**config.mk**
```make
export PLATFORM = sky130hd
export DESIGN_NAME = mem_access_ctrl
export DESIGN_NICKNAME = d
export VERILOG_FILES = /design/src/rtl/mem_access_ctrl.sv
export SDC_FILE = /design/constraint.sdc
export NUM_CORES = 1
export LEC_CHECK = 0
export CAP_MARGIN = 20
export CORE_AREA = 2 2 68 70
export DETAILED_ROUTE_END_ITERATION = 6
export DIE_AREA = 0 0 70 72
export HOLD_SLACK_MARGIN = 0.15
export PLACE_DENSITY = 0.82
export SYNTH_ARGS = -nofsm -noshare
export SYNTH_HDL_FRONTEND = slang
export SYNTH_SLANG_ARGS = --single-unit
```
**constraint.sdc**
```tcl
create_clock -name clk -period 2.5 [get_ports clk]
set_input_delay 0.5 -clock clk [delete_from_list [all_inputs] [get_ports clk]]
set_output_delay 0.5 -clock clk [all_outputs]
set_load 0.03 [all_outputs]
```
**src/rtl/mem_access_ctrl.sv**
```systemverilog
// mem_access_ctrl: sequences byte or word memory accesses, with a wait-state timeout.
// Optional macro MEM_WORD_READ_EN enables 16-bit little-endian word reads (HI beat).
`ifndef ADDR_WIDTH
`define ADDR_WIDTH 16
`endif

module mem_access_ctrl #(
    parameter int ADDR_WIDTH = `ADDR_WIDTH,
    parameter int DATA_WIDTH = 8,
    parameter int TIMEOUT    = 15
) (
    input  logic                    clk,
    input  logic                    reset,
    input  logic [ADDR_WIDTH-1:0]   addr_in,
    input  logic [DATA_WIDTH-1:0]   wdata_in,
    input  logic                    req,
    input  logic                    we,
    input  logic                    word,
    output logic                    busy,
    output logic                    done,
    output logic                    err,
    output logic [2*DATA_WIDTH-1:0] rdata,
    output logic [ADDR_WIDTH-1:0]   mem_addr,
    output logic [DATA_WIDTH-1:0]   mem_wdata,
    output logic                    mem_en,
    output logic                    mem_we,
    input  logic [DATA_WIDTH-1:0]   mem_rdata,
    input  logic                    mem_ready
);

    localparam int CW = (TIMEOUT > 1) ? $clog2(TIMEOUT + 1) : 1;
    localparam logic [CW-1:0] TO_LAST = CW'(TIMEOUT - 1);

    typedef enum logic [1:0] {
        IDLE = 2'd0,
        LO   = 2'd1,
        HI   = 2'd2,
        DONE = 2'd3
    } state_t;

    state_t        state;
    logic [CW-1:0] cnt;
    logic          we_q;
    logic          word_eff;
    logic          timed_out;

`ifdef MEM_WORD_READ_EN
    logic          word_q;
    // Word reads only make sense for reads; a word write is a plain byte write.
    assign word_eff = word & ~we;
`else
    // Without word support the port is tied off inside the block.
    assign word_eff = word & 1'b0;
`endif

    // Timeout fires on the last allowed wait cycle of a beat.
    assign timed_out = (TIMEOUT != 0) && (cnt == TO_LAST) && !mem_ready;
    assign busy = (state != IDLE);

    // Access sequencer: latches the request and drives the memory-side beats.
    always_ff @(posedge clk or posedge reset) begin
        if (reset) begin
            state     <= IDLE;
            cnt       <= '0;
            we_q      <= 1'b0;
            done      <= 1'b0;
            err       <= 1'b0;
            rdata     <= '0;
            mem_addr  <= '0;
            mem_wdata <= '0;
            mem_en    <= 1'b0;
            mem_we    <= 1'b0;
`ifdef MEM_WORD_READ_EN
            word_q    <= 1'b0;
`endif
        end else begin
            done <= 1'b0;
            err  <= 1'b0;
            unique case (state)
                IDLE: begin
                    if (req) begin
                        mem_addr  <= addr_in;
                        mem_wdata <= wdata_in;
                        we_q      <= we;
                        cnt       <= '0;
                        mem_en    <= 1'b1;
                        mem_we    <= we;
                        state     <= LO;
`ifdef MEM_WORD_READ_EN
                        word_q    <= word_eff;
                        if (!we) rdata[2*DATA_WIDTH-1:DATA_WIDTH] <= '0;
`endif
                    end
                end
                LO: begin
                    if (mem_ready) begin
                        cnt <= '0;
                        if (!we_q) rdata[DATA_WIDTH-1:0] <= mem_rdata;
`ifdef MEM_WORD_READ_EN
                        if (word_q) begin
                            mem_addr <= mem_addr + 1'b1;
                            mem_we   <= 1'b0;
                            state    <= HI;
                        end else begin
                            done   <= 1'b1;
                            mem_en <= 1'b0;
                            mem_we <= 1'b0;
                            state  <= DONE;
                        end
`else
                        done   <= 1'b1;
                        mem_en <= 1'b0;
                        mem_we <= 1'b0;
                        state  <= DONE;
`endif
                    end else if (timed_out) begin
                        cnt    <= '0;
                        done   <= 1'b1;
                        err    <= 1'b1;
                        mem_en <= 1'b0;
                        mem_we <= 1'b0;
                        state  <= DONE;
                    end else begin
                        cnt <= cnt + 1'b1;
                    end
                end
`ifdef MEM_WORD_READ_EN
                HI: begin
                    if (mem_ready || timed_out) begin
                        if (mem_ready) begin
                            rdata[2*DATA_WIDTH-1:DATA_WIDTH] <= mem_rdata;
                        end
                        cnt    <= '0;
                        done   <= 1'b1;
                        err    <= !mem_ready;
                        mem_en <= 1'b0;
                        mem_we <= 1'b0;
                        state  <= DONE;
                    end else begin
                        cnt <= cnt + 1'b1;
                    end
                end
`endif
                DONE: begin
                    state <= IDLE;
                end
                default: begin
                    mem_en <= 1'b0;
                    mem_we <= 1'b0;
                    state  <= IDLE;
                end
            endcase
        end
    end

endmodule
```
==> flow_summary.ini <==
[layout]
final_common_cell = clkdlybuf4s50_1
drive_above_1_share = 0.221
n_antenna_cell = 0
final_nets = 243
final_cell_mix = clkdlybuf4s50_1 (73), dfrtp_1 (43), mux2_2 (23), mux2_4 (10), conb_1 (8)
area_growth_pct = 44.7
final_cells = 256
utilization = 0.626
nFillCells = 345

[detailed_routing]
drc = 0
first_iter_violations = 86
avgRoutedWirePerCell_um = 14.1
wl_um = 3620
ant_nets = 0
viasPerCell = 4.75
drtPass1Iterations = 4
vias = 1217

[power_and_ir_drop]
ir_drop_uv = 629
powerDensity_nw_per_um2 = 1190
power_mw = 3.19
leakagePower_nw = 1.14

[worst_setup_path]
critPathRequiredTime_ps = 2000
critPathBufInv = 1
r2r-start = state[1]
cpMaxStageDelayCell = clkdlybuf4s50_1
critPathArrivalTime_ps = 1740
cp-end-kind = output pin
crit_family = buffers and inverters
r2r-end = mem_addr[8]
path_max_fanout = 7
start_kind = flip-flop
path_class = flip-flop to output pin
slowest_delay_ps = 730
crit_chain = or2_1 -> clkdlybuf4s50_1
rrSetupSlack_ps = 780
reg2regPathDepth = 3

[die]
dieWidth_um = 70
dieHeight_um = 72
dieArea_um2 = 5040
rows = 24
core_area_um2 = 4260
ios = 83
start_util = 0.433

[clock_tree]
cts_sinks = 43
holdBufCountCts = 0
h-tree-depth = 2
insertion_delay_ps = 290
cts_tree = done
cts_made_buffers = 5
post_cts_buffers = 0
cts_buffer_depth = 2
cts-root-buf = clkbuf_8
post_cts_resized = 0
clkTransAtPathRegs_ps = 80

[place]
place.gp.congestion = 0.796
io_buffer_count = 73
dp.cells = 248
place_hpwl_um = 2720

[min_path]
hold_depth = 1
holdPathEnd = rdata[7]
hp-start = rdata[7]
min_path_type = flip-flop to flip-flop

[global_route]
grt_pass1_vias = 1284
grt-ovfl-total = 0
grt.total_usage = 0.156
grt_pass1_wl_um = 6210
grt_start_max_net_pins = 26
antenna_found_initial = 0

[synth]
synth_area_per_cell_um2 = 14.6
syn-cell-area_um2 = 1850
yosys_register_bits = 43
synth_flop_cell = dfrtp_1
netlist.area_leader.share = 0.583
seq_area_frac_synth = 0.583
synth_cell_types = 27
synth_warnings = 8
syn_inst = 126
yosys.area.top_type = dfrtp_1
synth-edff-count = 0
synthArstFlopShare = 1.00
synthTopCellsByArea = dfrtp_1 (58%), mux2_2 (14%), mux2_4 (8.1%), buf_4 (3.3%), buf_12 (2.2%)

[timing]
drv_slew = 0
slew_headroom = 0.471
rsz0062_at_grt = false
max_freq_mhz = 446
fin_skew_ps = 4.54
worst_pin_slew_ps = 788
finalHoldViolCount = 0
fin_crit_ps = 2240
tns_ps = 0
setup_viol = 0
fin_crit_sh = 0.897

[run_status]
status = complete, no violations

[run]
cap_violations = 0
cells in the mapped netlist (all sizes together), types with 2 or more instances:
cell type and instances:
nand3 3, a31oi 2, buf 12, nor3b 3, ha 2, o21ai 2
o22ai 2, inv 7, dfrtp 43, nor2 2, mux2 33, nand2 4
kinds of logic after synthesis:
logic type | share of synthesized area
mux | 0.227
simple gates | 0.0617
compound gates | 0.0386
buf+inv | 0.0739
other cells | 0.00203
flops | 0.583
fa+ha+maj | 0.0136
stage by stage:
step,hold WS (ps),setup slack [ps],cell area (um^2)
finish,508,257,2670
floorplan,471,916,1870
CTS,514,214,2670
global placement,488,366,2580
detailed placement,494,351,2580
global route,528,165,2670
layer usage:
metal	global-route usage	part of all wire	vias to the layer above
li1	-	-	570
met1	0.202	0.42	593
met2	0.261	0.49	54
met3	0.0542	0.088	0
met4	0.0256	0	0
met5	0	0	-
final cells by class:
class | instances | area, um^2 | share of cell area
Clock inverter | 2 | 12.5 | 0.00469
Sequential cell | 43 | 1080 | 0.403
Multi-Input combinational cell | 71 | 659 | 0.247
Inverter | 7 | 26.3 | 0.00984
Tap cell | 52 | 65.1 | 0.0244
Timing Repair Buffer | 75 | 758 | 0.284
Clock buffer | 6 | 72.6 | 0.0272
worst max path at each step:
| stage | slack [ps] | to | start | depth (start not counted) |
|---|---|---|---|---|
| 5_1_grt | 170 | busy | state[1] | 2 |
| 6_report | 260 | busy | state[1] | 2 |
| 3_3_place_gp | 370 | mem_addr[8] | req | 4 |
| 4_1_cts | 210 | busy | state[1] | 2 |
| 3_5_place_dp | 350 | mem_addr[9] | req | 4 |
| 2_1_floorplan | 920 | mem_addr[10] | state[1] | 5 |
flip-flops by register name, summed over array words and instances (netlist names):
name / cells
we_q: 1
rdata: 8
mem_wdata: 8
err: 1
cnt: 4
mem_addr: 16
done: 1
state: 2
mem_en: 1
mem_we: 1
power breakdown:
group          switching (mW)  internal (mW)
clock                   0.224          0.195
combinational           0.839          0.783
sequential              0.165          0.982
total                    1.23           1.96
worst reg2reg max path, cell delays in order (launching register included):
cell     delay [ps]
dfrtp_1         440
or2_1           350
nor2_8          420
mux2_2          400
(Power assumes the default switching activity.)
